### src/rtl/div_radix2_pkg.sv
// Shared definitions for the radix-2 restoring divider: FSM encoding,
// iteration count and the ALU function codes that select DIV/DIVU.
package div_radix2_pkg;

    typedef enum logic [1:0] {
        DIV_IDLE   = 2'b00,
        DIV_BYZERO = 2'b01,
        DIV_ON     = 2'b10,
        DIV_END    = 2'b11
    } div_state_e;

    localparam int DIV_CYCLES = 32;

    localparam logic [5:0] ALU_DIV  = 6'b011010;
    localparam logic [5:0] ALU_DIVU = 6'b011011;

endpackage

### src/rtl/div_step.sv
// One restoring-division iteration: shift {rem,quo} left, trial-subtract the
// divisor from the widened remainder and keep or restore the result.
module div_step #(
    parameter int WIDTH = 32
) (
    input  logic [WIDTH-1:0] rem_i,
    input  logic [WIDTH-1:0] quo_i,
    input  logic [WIDTH-1:0] divisor_i,
    output logic [WIDTH-1:0] rem_n_o,
    output logic [WIDTH-1:0] quo_n_o
);

    logic [WIDTH:0] shifted_s;
    logic [WIDTH:0] trial_s;

    // The remainder stays below the divisor, so bit WIDTH of the trial is its sign.
    always_comb begin
        shifted_s = {rem_i, quo_i[WIDTH-1]};
        trial_s   = shifted_s - {1'b0, divisor_i};
        if (!trial_s[WIDTH]) begin
            rem_n_o = trial_s[WIDTH-1:0];
            quo_n_o = {quo_i[WIDTH-2:0], 1'b1};
        end else begin
            rem_n_o = shifted_s[WIDTH-1:0];
            quo_n_o = {quo_i[WIDTH-2:0], 1'b0};
        end
    end

endmodule

### src/rtl/div_radix2.sv
// Multi-cycle radix-2 restoring divider for DIV/DIVU; stalls the pipeline
// and returns {remainder, quotient} for the HI/LO write port.
module div_radix2
    import div_radix2_pkg::*;
#(
    parameter int WIDTH = DIV_CYCLES
) (
    input  logic               clk,
    input  logic               rst,
    input  logic               start_i,
    input  logic               signed_i,
    input  logic               annul_i,
    input  logic [WIDTH-1:0]   opa_i,
    input  logic [WIDTH-1:0]   opb_i,
    output logic [2*WIDTH-1:0] result_o,
    output logic               ready_o,
    output logic               stall_o
);

    localparam int CNT_W = $clog2(WIDTH);
    localparam logic [CNT_W-1:0] CNT_LAST = CNT_W'(WIDTH - 1);

    div_state_e         state_q;
    logic [CNT_W-1:0]   cnt_q;
    logic [WIDTH-1:0]   rem_q;
    logic [WIDTH-1:0]   quo_q;
    logic [WIDTH-1:0]   dvs_q;
    logic               neg_quo_q;
    logic               neg_rem_q;
    logic [2*WIDTH-1:0] result_q;
    logic               ready_q;

    logic [WIDTH-1:0]   rem_d;
    logic [WIDTH-1:0]   quo_d;
    logic [WIDTH-1:0]   opa_mag_s;
    logic [WIDTH-1:0]   opb_mag_s;

    function automatic logic [WIDTH-1:0] neg_if(input logic [WIDTH-1:0] v, input logic neg);
        return neg ? ({WIDTH{1'b0}} - v) : v;
    endfunction

    // Magnitudes are only taken for signed requests; 0x80000000 maps to itself.
    always_comb begin
        opa_mag_s = neg_if(opa_i, signed_i & opa_i[WIDTH-1]);
        opb_mag_s = neg_if(opb_i, signed_i & opb_i[WIDTH-1]);
    end

    div_step #(.WIDTH(WIDTH)) u_step (
        .rem_i     (rem_q),
        .quo_i     (quo_q),
        .divisor_i (dvs_q),
        .rem_n_o   (rem_d),
        .quo_n_o   (quo_d)
    );

    // Divider FSM: accept, iterate, publish the fixed-up result for one cycle.
    always_ff @(posedge clk) begin
        if (rst) begin
            state_q   <= DIV_IDLE;
            cnt_q     <= '0;
            rem_q     <= '0;
            quo_q     <= '0;
            dvs_q     <= '0;
            neg_quo_q <= 1'b0;
            neg_rem_q <= 1'b0;
            result_q  <= '0;
            ready_q   <= 1'b0;
        end else if (annul_i && (state_q != DIV_END)) begin
            state_q  <= DIV_IDLE;
            result_q <= '0;
            ready_q  <= 1'b0;
        end else begin
            case (state_q)
                DIV_IDLE: begin
                    result_q <= '0;
                    ready_q  <= 1'b0;
                    if (start_i) begin
                        if (opb_i == '0) begin
                            state_q <= DIV_BYZERO;
                        end else begin
                            rem_q     <= '0;
                            quo_q     <= opa_mag_s;
                            dvs_q     <= opb_mag_s;
                            neg_quo_q <= signed_i & (opa_i[WIDTH-1] ^ opb_i[WIDTH-1]);
                            neg_rem_q <= signed_i & opa_i[WIDTH-1];
                            cnt_q     <= '0;
                            state_q   <= DIV_ON;
                        end
                    end
                end
                DIV_BYZERO: begin
                    result_q <= '0;
                    ready_q  <= 1'b1;
                    state_q  <= DIV_END;
                end
                DIV_ON: begin
                    rem_q <= rem_d;
                    quo_q <= quo_d;
                    cnt_q <= cnt_q + CNT_W'(1);
                    if (cnt_q == CNT_LAST) begin
                        result_q <= {neg_if(rem_d, neg_rem_q), neg_if(quo_d, neg_quo_q)};
                        ready_q  <= 1'b1;
                        state_q  <= DIV_END;
                    end
                end
                DIV_END: begin
                    result_q <= '0;
                    ready_q  <= 1'b0;
                    state_q  <= DIV_IDLE;
                end
                default: begin
                    result_q <= '0;
                    ready_q  <= 1'b0;
                    state_q  <= DIV_IDLE;
                end
            endcase
        end
    end

    assign result_o = result_q;
    assign ready_o  = ready_q;
    assign stall_o  = start_i & ~ready_q & ~annul_i;

endmodule

### config.mk
export PLATFORM = sky130hd
export DESIGN_NAME = div_radix2
export DESIGN_NICKNAME = d
export VERILOG_FILES = /design/src/rtl/div_radix2_pkg.sv /design/src/rtl/div_step.sv /design/src/rtl/div_radix2.sv
export SDC_FILE = /design/constraint.sdc
export NUM_CORES = 1
export LEC_CHECK = 0
export BUFFER_PORTS_ARGS = -buffer_cell sky130_fd_sc_hd__buf_4
export CAP_MARGIN = 20
export CORE_MARGIN = 5
export CORE_UTILIZATION = 54
export DETAILED_ROUTE_END_ITERATION = 6
export PLACE_DENSITY = 0.74
export SETUP_SLACK_MARGIN = 0.3
export SLEW_MARGIN = 30
export SYNTH_ARGS = -nofsm -noshare
export SYNTH_HDL_FRONTEND = slang
export SYNTH_SLANG_ARGS = --single-unit
### constraint.sdc
create_clock -name clk -period 5.6 [get_ports clk]
set_clock_uncertainty 0.15 [all_clocks]
set_input_delay 0.28 -clock clk [delete_from_list [all_inputs] [get_ports clk]]
set_output_delay 0.28 -clock clk [all_outputs]
set_load 0.005 [all_outputs]
Word level (Yosys, flattened, before mapping)
Cells that the tools add are included.

Add/sub/neg operators: 6. Equal/unequal tests: 8. Muxes and demuxes: 23. Bitwise gates (word level): 10. Reductions and logical operators: 10.

Operator list (count): $mux 32 (9); $pmux 32 s2 (2); $pmux 64 s2 (1); $sub 1x32->32 const A (4); $mux 64 (1); $sub 33x32->33 (1); $logic_not 32->1 (1); $mux 5 (2); $pmux 5 s2 (1); $ne 2x2->1 const B (4); $pmux 2 s4 (1); $reduce_and 4->1 (2); $mux 2 (3); $add 5x1->5 const B (1); $and 1x1->1 (5); $eq 5x5->1 const B (1); $eq 2x2->1 const B (2); $not 1->1 (4); $reduce_or 2->1 (2); $pmux 1 s3 (1); $reduce_or 3->1 (1); $eq 2x1->1 const B (1); $logic_not 2->1 (1); $mux 1 (2); 4 further kinds (4).

Bits in registers: 170. Input bits: 69. Output and inout port bits: 66. Logic and storage cells: 66.

Longest topological paths before layout
Gate-level depths: netlist of the first run.

Depth after elaboration: 6. Mapped depth: 27. Mapped depth without buffers: 23.

Cells and area by module
From an unflattened synthesis of the first run, not the netlist that was laid out.

Cell total of the unflattened synthesis: 1439. Area total of the unflattened synthesis: 11502.3 sq um.

Modules (own cells, without submodules): div_radix2 (times used 1, cells an instance 1103, area each 8911.0 sq um, seq. area each 3403.3 sq um); div_step (times used 1, cells an instance 336, area each 2591.2 sq um, seq. area each 0.0 sq um).

Least setup slack after synthesis of the first run
Ideal clock, no wire load.

Path type: register to register. Start: reg dvs_q[23]. End: reg result_q[62] (netlist: result_o[62]). Library setup time: 0.117 ns. Data arrival time: 5.031 ns. Data required time: 5.333 ns. Setup slack: 0.302 ns. Cell stages (with the launch flop): 23. Buffers on the path: 4. Period minus slack after synthesis: 5.298 ns. Cells stage by stage: dfxtp_1 -> inv_1 -> ha_1 -> buf_6 -> a21oi_2 -> o21ai_2 -> a221o_1 -> a211o_1 -> o21ai_2 -> and2_4 -> buf_6 -> buf_2 -> buf_1 -> mux2i_1 -> ha_1 -> nand2_1 -> nor2_1 -> nand4_1 -> or4_1 -> o311ai_0 -> o21ai_1 -> o21a_1 -> a22o_1.

Cells in the longest elaborated chain, start to end: 6.

Ends and longest elaborated chain: from (decl) (RTL line div_radix2.sv:27) `logic [WIDTH-1:0] dvs_q;`; from (signal assigned) (RTL line div_radix2.sv:83) `dvs_q <= opb_mag_s;`; $sub 33x32->33 (*) (RTL line div_step.sv:19) `trial_s = shifted_s - {1'b0, divisor_i};`; $mux 32 (*) (RTL line div_step.sv:20) `if (!trial_s[WIDTH]) begin`; $sub 1x32->32 (RTL line div_radix2.sv:39) `return neg ? ({WIDTH{1'b0}} - v) : v;`; $mux 32 (*) (RTL line div_radix2.sv:39); $mux 64 (*) (RTL line div_radix2.sv:100) `if (cnt_q == CNT_LAST) begin`; $pmux 64 s2 (*) (RTL line div_radix2.sv:73) `case (state_q)`; to (signal assigned) (RTL line div_radix2.sv:101) `result_q <= {neg_if(rem_d, neg_rem_q), neg_if(quo_d, neg_quo_q)};`; to (decl) (RTL line div_radix2.sv:30) `logic [2*WIDTH-1:0] result_q;`.

Every way passes the cells marked *; elsewhere a longest branch is shown, timed or not. The select of a mux whose other input is x is not followed. A chain may end at the register's enable or synchronous reset.

Final worst setup path of the first run
Start: reg dvs_q[21]. End: reg result_q[54] (netlist: result_o[54]).

The elaborated chain is that of the path after synthesis.

==> results of run 1 <==
sequential cells by signal, summed over array words and instances (netlist names):
register,flops
cnt_q,5
dvs_q,32
neg_quo_q,1
neg_rem_q,1
quo_q,32
ready_o,1
rem_q,32
result_o,64
state_q,2
cells in the mapped netlist (13+ instances only):
| master | number | area share [%] |
|---|---|---|
| nor2_1 | 273 | 8.7 |
| o21ai_0 | 81 | 3.5 |
| xor2_1 | 73 | 5.4 |
| a31oi_1 | 38 | 2.0 |
| a211oi_1 | 61 | 3.9 |
| or4_1 | 13 | 0.83 |
| o41ai_1 | 13 | 0.97 |
| nor3_1 | 34 | 1.4 |
| xnor2_1 | 58 | 4.3 |
| nor4_1 | 14 | 0.75 |
| dfxtp_1 | 170 | 29 |
| o31ai_1 | 22 | 1.4 |
| a21o_1 | 18 | 1.2 |
| nand2_1 | 135 | 4.3 |
| nand3_1 | 27 | 1.2 |
| ha_1 | 41 | 4.4 |
| inv_1 | 60 | 1.9 |
| or3_1 | 21 | 1.1 |
| a21oi_1 | 150 | 6.4 |
| mux2i_1 | 39 | 3.3 |
| clkbuf_1 | 72 | 2.3 |
tightest hold or removal path, delay by kind of cell:
kind	cells	cell delay, ns
compound gates	1	0.06
simple gates	1	0.07
buf+inv	1	0.13
report_power, final:
group,total [uW],switching (uW),internal (uW),leakage (uW)
logic,748,473,275,0.00365
registers,1290,43.4,1250,0.00138
clock network,1210,568,644,0.000298
metal layers:
layer / up-vias / part of all wire, % / global-route usage, %
met1: 5453 / 46 / 41.7
met5: - / 0 / 0
met4: 0 / 1.6 / 6.92
met2: 510 / 43 / 42.6
met3: 61 / 9.0 / 5.77
li1: 5833 / - / -
final cells by class:
type,instances,area (um2)
inverters,61,229
fillers,2027,8100
clock buffers,17,425
repair buffers,155,1180
clock inverters,15,193
multi-input cells,1266,7740
well taps,280,350
flip-flops and latches,170,3400
cell usage in the layout (no fill, tap or decap), types with 5 or more instances in the layout:
master / instances
ha_1: 39
or3_1: 21
o21ai_0: 81
a21o_1: 17
nor4_1: 14
mux2i_1: 39
nand2_1: 135
nor3_1: 34
nand2b_1: 11
clkbuf_16: 17
o21ai_1: 8
o211ai_1: 8
buf_4: 152
o21a_1: 6
nand3_1: 27
xor2_1: 73
or2_2: 7
o31ai_1: 22
xnor2_1: 58
nor2_1: 272
clkinv_8: 5
inv_1: 60
dfxtp_1: 170
nand4_1: 12
and3_1: 5
and2_1: 9
a211oi_1: 61
a21boi_0: 6
o41ai_1: 13
a21oi_1: 150
a31oi_1: 38
or4_1: 13
through the flow:
step	cell area (um2)	util (%)	total power, uW
after detailed placement	12900	59.6	2040
after global placement	12900	59.6	2040
final	13500	62.5	3250
after floorplan	11800	-	1830
after global routing	13500	62.5	3400
after CTS	13500	62.5	3250
final timing paths:
check / start / end / slack (ns)
worst max-delay path: dvs_q[21] / result_o[54] / 0.69
worst min-delay path: opb_i[31] / dvs_q[31] / 0.006
worst max register to register: dvs_q[21] / result_o[54] / 0.69
worst min register to register: result_o[56] / result_o[56] / 0.30
logic make-up (layout without fill, tap and decap cells):
kind of cell	count (synthesis)	in the layout	synth area share (%)
adder cells (fa/ha/maj)	42	42	4.54
XOR/XNOR	131	131	9.76
AND/OR/NAND/NOR	589	589	22.7
multiplexers	44	44	3.83
buffers and inverters	158	248	5.37
AO/OA/AOI/OAI	460	460	24.9
flip-flops	170	170	29.0
timing repair:
item	4_1_cts	5_1_grt
buffers inserted	0	0
hold endpoints to repair	1	0
gates resized for setup	0	3
hold buffers	1	0
setup endpoints to repair	0	3
==> impl_metrics.env, run 1 <==
export IMPL_floorplan_io_pins=135
export IMPL_dp_final_hpwl_um=27600
export IMPL_total_leakage_power_uw=0.00533
export IMPL_cts_tree="done"
export IMPL_grt_antenna_before_repair=0
export IMPL_synth_area_per_cell_um2=7.37
export IMPL_finalHoldViolCount=0
export IMPL_cp_top_family="compound AO/OA/AOI/OAI gates"
export IMPL_grt_pass1_wl_um=56400
export IMPL_cts_max_level=4
export IMPL_num_nets_final=1782
export IMPL_yosysWarningCount=0
export IMPL_yosysUniqueCellTypes=74
export IMPL_grt_max_degree=88
export IMPL_cts_max_path_buffers=2
export IMPL_critical_path_max_stage_delay_ns=0.44
export IMPL_cp_start_kind="flip-flop"
export IMPL_grt_pass1_vias=10572
export IMPL_worst_ep_arrival_time_ns=5.09
export IMPL_floorplan_die_height_um=158
export IMPL_timing_final_crit_period_ns=4.91
export IMPL_maxCapViolations=0
export IMPL_fmax_mhz=204
export IMPL_routed_wl_um=36100
export IMPL_critical_path_n_buffers_inverters=2
export IMPL_postSynthRegisterBits=170
export IMPL_clock_sinks=170
export IMPL_worst_path_max_fanout=11
export IMPL_mappedNetlistArea_um2=11800
export IMPL_setup_ws_ns=0.689
export IMPL_fin_tns_setup_ns=0
export IMPL_worstSetupPathType="flip-flop to flip-flop"
export IMPL_vias=11857
export IMPL_clock_insertion_delay_worst_skew_ns=0.44
export IMPL_dieArea_um2=24800
export IMPL_instances_no_fill=1964
export IMPL_ys_seq_area_share_pct=29.0
export IMPL_number_of_iterations_in_the_first_detailed_routing_pass=6
export IMPL_r2r_depth=19
export IMPL_dr_first_iter_drc_count=1000
export IMPL_post_drt_via_cell_ratio=6.04
export IMPL_worst_path_max_delay_cell="or4_1"
export IMPL_grt_overflow_total=0
export IMPL_worst_hold_path_num_cells=3
export IMPL_vdd_ir_drop_max_uv=190
export IMPL_cts_root_buffer="clkbuf_16"
export IMPL_worst_slew_margin_rel_pct=38.8
export IMPL_detail_route_drc_violations=0
export IMPL_final_antenna_net_count=0
export IMPL_start_util_pct=54.3
export IMPL_synth_edf_count=0
export IMPL_outcome="completed"
export IMPL_setup_repair_after_global_routing_missed_its_margin="false"
export IMPL_layout_cells_sized_above_1_pct=13.4
export IMPL_die_w_um=158
export IMPL_cellPowerDensity_nw_per_um2=240
export IMPL_grt_usage_pct=28.4
export IMPL_detail_route_wl_per_cell_um=18.4
export IMPL_gp_congestion=0.971
export IMPL_buffer_ports_inserted=134
export IMPL_clkSlewWorstSetupHoldPaths_ns=0.07
export IMPL_cts_inserted_buffers=17
export IMPL_worst_slew_pin_slew_ns=0.917
export IMPL_placement_setup_worst_slack_ns=0.491
export IMPL_worstSetupPathDepth=19
export IMPL_finalHoldWorstSlack_ns=0.00646
export IMPL_syn_instance_count=1594
export IMPL_setup_crit_end_kind="flip-flop"
export IMPL_asyncSetResetFlopFracSynth_pct=0
export IMPL_cp_cell_sequence="inv_1 > ha_1 > a21oi_2 > o21ai_2 > a221o_1 > a211o_1 > o21ai_2 > buf_4 > and2_4 > mux2i_1 > ha_1 > nand2_1 > nor2_1 > nand4_1 > or4_1 > o311ai_2 > o21ai_1 > xnor2_1 > a22o_1"
export IMPL_placed_cells_incl_taps=1931
export IMPL_timing_final_crit_share_pct=87.7
export IMPL_required_ns=5.78
export IMPL_setup_viol=0
export IMPL_fp_row_count=54
export IMPL_count_of_antenna_diodes_in_the_layout=0
export IMPL_areaGrowthSynthToFinish_pct=15.1
export IMPL_fp_coreArea_um2=21600
export IMPL_synth_net_count=1705
export IMPL_worst_hold_path_type="input pin to flip-flop"
export IMPL_final_max_slew_violation_count=0
export IMPL_postSynth_topFlopCell="dfxtp_1"
(Power assumes the default switching activity.)
==> run 2: changes to the inputs <==
--- a/config.mk
+++ b/config.mk
@@ -5,11 +5,12 @@
 export SDC_FILE = /design/constraint.sdc
 export NUM_CORES = 1
 export LEC_CHECK = 0
-export BUFFER_PORTS_ARGS = -buffer_cell sky130_fd_sc_hd__buf_4
+export BUFFER_PORTS_ARGS = -buffer_cell sky130_fd_sc_hd__buf_2
 export CAP_MARGIN = 20
 export CORE_MARGIN = 5
 export CORE_UTILIZATION = 54
 export DETAILED_ROUTE_END_ITERATION = 6
+export MAX_ROUTING_LAYER = met4
 export PLACE_DENSITY = 0.74
 export SETUP_SLACK_MARGIN = 0.3
 export SLEW_MARGIN = 30
==> run 2 against run 1 <==
  * Register-to-register slack worse by 0.08 ns
  * Wire length is 0.11% higher
  * Count of clock-buffer cells in the layout stayed put
  * Global-route usage is 1.1 points higher
  * Sequential power hardly changed
  * Combinational power is 0.8% lower
  * Sequential share of layout area is 0.53 points higher
  * Critical path depth is 1 lower
  * Worst setup slack worse by 0.083 ns
  * Cell count hardly changed
  * Via count hardly changed
  * Largest cell class unchanged
  * Largest power group is now clock
==> impl_metrics.env, run 2 (synthesis gave the netlist of run 1 again) <==
export IMPL_rrSetupSlack_ns=0.61
export IMPL_worst_path_max_fanout=11
export IMPL_post_cts_setup_buffers=0
export IMPL_sequentialPowerShare_pct=38.7
export IMPL_vdd_ir_drop_max_uv=167
export IMPL_start_util_pct=54.3
export IMPL_netSwitchingFraction_pct=33.9
export IMPL_largest_register_ffs=64
export IMPL_vias=11847
export IMPL_instances_no_fill=1965
export IMPL_cp_start_kind="flip-flop"
export IMPL_cts_max_path_buffers=2
export IMPL_reg2reg_from="dvs_q[21]"
export IMPL_reg2reg_to="result_o[62]"
export IMPL_cell_internal_pwr_uw=2200
export IMPL_dieArea_um2=24800
export IMPL_cts_max_level=4
export IMPL_clock_sinks=170
export IMPL_worst_hold_path_num_cells=3
export IMPL_worst_ep_arrival_time_ns=5.18
export IMPL_worst_slew_margin_rel_pct=37.6
export IMPL_placement_setup_worst_slack_ns=0.313
export IMPL_outcome="completed"
export IMPL_fin_tns_setup_ns=0
export IMPL_setup_viol=0
export IMPL_cts_inserted_buffers=17
export IMPL_areaGrowthSynthToFinish_pct=12.7
export IMPL_fillers=2003
export IMPL_dr_first_iter_drc_count=1276
export IMPL_final_cell_mix="nor2_1 (272), dfxtp_1 (170), a21oi_1 (148), nand2_1 (135), buf_2 (133)"
export IMPL_num_nets_final=1783
export IMPL_die_w_um=158
export IMPL_cts_tree="done"
export IMPL_worstSetupPathType="flip-flop to flip-flop"
export IMPL_final_antenna_net_count=0
export IMPL_routed_wl_um=36200
export IMPL_setup_crit_end_kind="flip-flop"
export IMPL_buffer_ports_inserted=134
export IMPL_clkSlewWorstSetupHoldPaths_ns=0.08
export IMPL_share_clk_of_total_power_pct=39.1
export IMPL_post_drt_via_cell_ratio=6.03
export IMPL_final_core_utilization_pct=61.3
export IMPL_cellPowerDensity_nw_per_um2=252
export IMPL_setup_repair_after_global_routing_missed_its_margin="false"
export IMPL_fp_coreArea_um2=21600
export IMPL_grt_usage_pct=29.4
export IMPL_total_leakage_power_uw=0.00529
export IMPL_floorplan_die_height_um=158
export IMPL_grt_antenna_before_repair=0
export IMPL_required_ns=5.79
export IMPL_worst_slew_pin_slew_ns=0.935
export IMPL_dp_final_hpwl_um=27700
export IMPL_timing_final_crit_period_ns=4.99
export IMPL_count_of_antenna_diodes_in_the_layout=0
export IMPL_mostFrequentLayoutCell="nor2_1"
export IMPL_setup_ws_ns=0.606
export IMPL_detail_route_drc_violations=0
export IMPL_gp_congestion=0.998
export IMPL_detail_route_wl_per_cell_um=18.4
export IMPL_fmax_mhz=200
export IMPL_crit_path_start="dvs_q[21]"
export IMPL_number_of_iterations_in_the_first_detailed_routing_pass=6
export IMPL_cts_root_buffer="clkbuf_16"
export IMPL_layout_cells_sized_above_1_pct=13.6
export IMPL_comb_power_share_pct=22.2
export IMPL_final_max_slew_violation_count=0
export IMPL_placed_cells_incl_taps=1931
export IMPL_floorplan_io_pins=135
export IMPL_r2r_depth=18
export IMPL_worst_hold_path_type="input pin to flip-flop"
export IMPL_maxCapViolations=0
export IMPL_grt_overflow_total=0
export IMPL_grt_pass1_wl_um=56800
export IMPL_clock_insertion_delay_worst_skew_ns=0.45
export IMPL_finalHoldViolCount=0
export IMPL_grt_pass1_vias=10486
export IMPL_switchingPower_uw=1130
export IMPL_fp_row_count=54
export IMPL_grt_max_degree=88
export IMPL_timing_final_crit_share_pct=89.2
export IMPL_endpoint_of_the_worst_setup_timing_path="result_o[62]"
[run 2: worst min-delay path by stage]
stage                 start  slack [ns]      endpoint
6_report           opa_i[0]        0.04      quo_q[0]
5_1_grt            opa_i[0]        0.05      quo_q[0]
4_1_cts            signed_i        0.03     neg_quo_q
3_5_place_dp   result_o[52]        0.29  result_o[52]
3_3_place_gp   result_o[53]        0.28  result_o[53]
2_1_floorplan      opb_i[0]        0.27      dvs_q[0]
[run 2: metrics by stage]
| stage | total power (uW) | hold slack, ns | instance area [um2] |
|---|---|---|---|
| floorplan | 1830 | 0.266 | 11800 |
| global placement | 2030 | 0.283 | 12600 |
| detailed placement | 2040 | 0.290 | 12600 |
| CTS | 3320 | 0.0269 | 13200 |
| global route | 3470 | 0.0516 | 13200 |
| finish | 3330 | 0.0387 | 13200 |
[run 2: cell type report]
| class | count | area, um2 | share of cell area, % |
|---|---|---|---|
| clock buffers | 17 | 425 | 3.21 |
| clock inverters | 15 | 220 | 1.66 |
| inverters | 61 | 229 | 1.73 |
| multi-input cells | 1266 | 7760 | 58.6 |
| flip-flops and latches | 170 | 3400 | 25.7 |
| well taps | 280 | 350 | 2.65 |
| repair buffers | 156 | 860 | 6.49 |
[run 2: worst max-delay path: stages (launching register included)]
cell,delay [ns]
dfxtp_1,0.34
inv_1,0.05
ha_1,0.41
a21oi_2,0.26
o21ai_2,0.09
a221o_1,0.39
a211o_1,0.34
or3_4,0.45
and2_4,0.23
mux2i_1,0.24
ha_1,0.24
nand2_1,0.07
nor2_1,0.18
nand4_1,0.11
or4_1,0.42
o311ai_2,0.33
o21ai_1,0.19
o21a_1,0.22
a22o_1,0.19
[run 2: layer usage]
metal  track usage, %  vias up  part of all wire (%)  wire, um
li1                 -     5841                     -         -
met1             44.3     5443                    48     17400
met2             42.1      525                    42     15300
met3             3.88       38                   8.5      3060
met4             6.02        0                   1.3       464
met5                -        -                     0         0
[run 2: timing repair]
item,4_1_cts,5_1_grt
endpoints found under the setup margin,2,7
hold buffers,2,0
hold endpoints to repair,2,0
gates resized for setup,1,5
pin swaps,0,0
[run 2: power by group through the flow]
stage          Sequential, uW  Combinational, uW  Clock, uW
2_1_floorplan            1300                530          0
3_3_place_gp             1310                714          0
3_5_place_dp             1310                721          0
4_1_cts                  1290                725       1310
5_1_grt                  1290                814       1370
6_report                 1290                742       1300
==> run 3: changes to the inputs <==
--- a/config.mk
+++ b/config.mk
@@ -8,10 +8,10 @@
 export BUFFER_PORTS_ARGS = -buffer_cell sky130_fd_sc_hd__buf_2
 export CAP_MARGIN = 20
 export CORE_MARGIN = 5
-export CORE_UTILIZATION = 54
+export CORE_UTILIZATION = 48
 export DETAILED_ROUTE_END_ITERATION = 6
 export MAX_ROUTING_LAYER = met4
-export PLACE_DENSITY = 0.74
+export PLACE_DENSITY = 0.66
 export SETUP_SLACK_MARGIN = 0.3
 export SLEW_MARGIN = 30
 export SYNTH_ARGS = -nofsm -noshare
==> run 3 against run 2 <==
  * First-iteration DRC count down 29%
  * Core utilization is 6.6 points lower
  * Die area grew 12%
  * Combinational power up 0.7%
  * Worst setup slack better by 0.087 ns
  * Total power is 2.3% lower
  * Maximum frequency increased by 1.8%
  * Clock power shrank 5%
  * Count of clock-buffer cells in the layout stayed put
  * Global-route usage fell by 2.4 points
  * Sequential cell count did not move
  * Critical endpoint is now result_o[54]
  * Largest cell class unchanged
  * Highest routed layer unchanged
==> impl_metrics.env, run 3 (synthesis gave the netlist of run 1 again) <==
export IMPL_post_drt_via_cell_ratio=5.90
export IMPL_mostFrequentLayoutCell="nor2_1"
export IMPL_final_antenna_net_count=0
export IMPL_netSwitchingFraction_pct=34.1
export IMPL_detailed_place_area_um2=12600
export IMPL_setup_crit_end_kind="flip-flop"
export IMPL_gp_congestion=0.977
export IMPL_finalHoldViolCount=0
export IMPL_areaGrowthSynthToFinish_pct=12.8
export IMPL_grt_antenna_before_repair=0
export IMPL_grt_pass1_wl_um=59500
export IMPL_worst_path_max_fanout=11
export IMPL_vdd_ir_drop_max_uv=135
export IMPL_fp_coreArea_um2=24200
export IMPL_post_cts_setup_buffers=0
export IMPL_worst_slew_margin_rel_pct=36.6
export IMPL_cts_tree="done"
export IMPL_fin_tns_setup_ns=0
export IMPL_share_clk_of_total_power_pct=37.8
export IMPL_setup_viol=0
export IMPL_routed_wl_um=38200
export IMPL_final_core_utilization_pct=54.7
export IMPL_number_of_iterations_in_the_first_detailed_routing_pass=6
export IMPL_timing_final_crit_share_pct=87.6
export IMPL_cell_internal_pwr_uw=2150
export IMPL_grt_overflow_total=0
export IMPL_cts_root_buffer="clkbuf_16"
export IMPL_floorplan_die_height_um=166
export IMPL_comb_power_share_pct=22.9
export IMPL_cellPowerDensity_nw_per_um2=246
export IMPL_cts_max_level=4
export IMPL_count_of_antenna_diodes_in_the_layout=0
export IMPL_fp_row_count=57
export IMPL_clkSlewWorstSetupHoldPaths_ns=0.08
export IMPL_cts_max_path_buffers=2
export IMPL_dp_final_hpwl_um=29300
export IMPL_floorplan_io_pins=135
export IMPL_start_util_pct=48.5
export IMPL_required_ns=5.79
export IMPL_detail_route_wl_per_cell_um=19.0
export IMPL_postLayoutCellArea_um2=13300
export IMPL_final_cell_mix="nor2_1 (271), dfxtp_1 (170), a21oi_1 (148), nand2_1 (135), buf_2 (133)"
export IMPL_sequentialPowerShare_pct=39.3
export IMPL_fillers=2413
export IMPL_worstSetupPathType="flip-flop to flip-flop"
export IMPL_largest_register_ffs=64
export IMPL_worst_hold_path_num_cells=3
export IMPL_worst_ep_arrival_time_ns=5.09
export IMPL_layout_cells_sized_above_1_pct=13.6
export IMPL_clock_insertion_delay_worst_skew_ns=0.44
export IMPL_cts_inserted_buffers=17
export IMPL_grt_usage_pct=27.1
export IMPL_worst_hold_path_type="input pin to flip-flop"
export IMPL_timing_final_crit_period_ns=4.91
export IMPL_cp_start_kind="flip-flop"
export IMPL_num_nets_final=1784
export IMPL_setup_repair_after_global_routing_missed_its_margin="false"
export IMPL_vias=11868
export IMPL_dr_first_iter_drc_count=904
export IMPL_r2r_depth=21
export IMPL_fmax_mhz=204
export IMPL_maxCapViolations=0
export IMPL_worst_slew_pin_slew_ns=0.951
export IMPL_clock_sinks=170
export IMPL_grt_max_degree=102
export IMPL_outcome="completed"
export IMPL_die_w_um=166
export IMPL_dieArea_um2=27700
export IMPL_grt_pass1_vias=10670
export IMPL_switchingPower_uw=1110
export IMPL_final_max_slew_violation_count=0
export IMPL_buffer_ports_inserted=134
export IMPL_total_leakage_power_uw=0.00528
export IMPL_detail_route_drc_violations=0
==> run 3: path summary, 6_finish.rpt <==
kind                     start           end  slack, ns
hold / removal       opb_i[31]     dvs_q[31]       0.02
hold reg to reg   result_o[29]  result_o[29]       0.30
setup reg to reg     dvs_q[21]  result_o[54]       0.69
setup / recovery     dvs_q[21]  result_o[54]       0.69
==> run 3: final cells by class <==
class                   count  area, um2  share of cell area, %
clock buffers              17        425                   3.21
clock inverters            15        180                   1.36
inverters                  61        229                   1.73
multi-input cells        1266       7750                   58.4
flip-flops and latches    170       3400                   25.7
well taps                 324        405                   3.06
repair buffers            157        867                   6.54
==> run 3: timing repair <==
action / 4_1_cts / 5_1_grt
endpoints found under the hold margin: 2 / 0
endpoints found under the setup margin: 0 / 1
hold buffers: 2 / 0
gates resized for setup: 0 / 2
==> run 3: power by group through the flow <==
stage | clock network [uW] | logic (uW) | registers (uW)
detailed placement | 0 | 735 | 1310
floorplan | 0 | 530 | 1300
CTS | 1250 | 740 | 1280
global route | 1300 | 822 | 1290
finish | 1230 | 747 | 1280
global placement | 0 | 730 | 1310
==> run 3: through the flow <==
| step | total power [uW] | std cells | hold slack (ns) | worst slack [ns] |
|---|---|---|---|---|
| 2_1_floorplan | 1830 | 1594 | 0.266 | 0.302 |
| 3_3_place_gp | 2040 | 1976 | 0.284 | 0.867 |
| 3_5_place_dp | 2040 | 1976 | 0.292 | 0.738 |
| 4_1_cts | 3270 | 2010 | 0.00867 | 0.733 |
| 5_1_grt | 3400 | 2010 | 0.0214 | 0.347 |
| 6_report | 3260 | 2010 | 0.0159 | 0.693 |
==> run 3: critical path, stage by stage, from the launching register on <==
cell and delay [ns]:
dfxtp_1 0.33, inv_1 0.04, ha_1 0.41, a21oi_2 0.25, o21ai_2 0.10, a221o_1 0.38, a211o_1 0.35, or3_1 0.38
and2_4 0.21, inv_2 0.07, o21ai_0 0.15, inv_1 0.09, ha_1 0.17, nand2_1 0.06, nor2_1 0.18, nand4_1 0.12
or4_1 0.42, o311ai_0 0.29, buf_4 0.18, o21ai_1 0.09, xnor2_1 0.16, a22o_1 0.22
==> run 3: layer usage <==
layer	global-route usage, %	share of wire, %	vias to the layer above
met5	-	0	-
met4	10.6	3.9	0
met3	4.22	6.5	68
met2	41.9	45	393
met1	35.7	44	5578
li1	-	-	5829
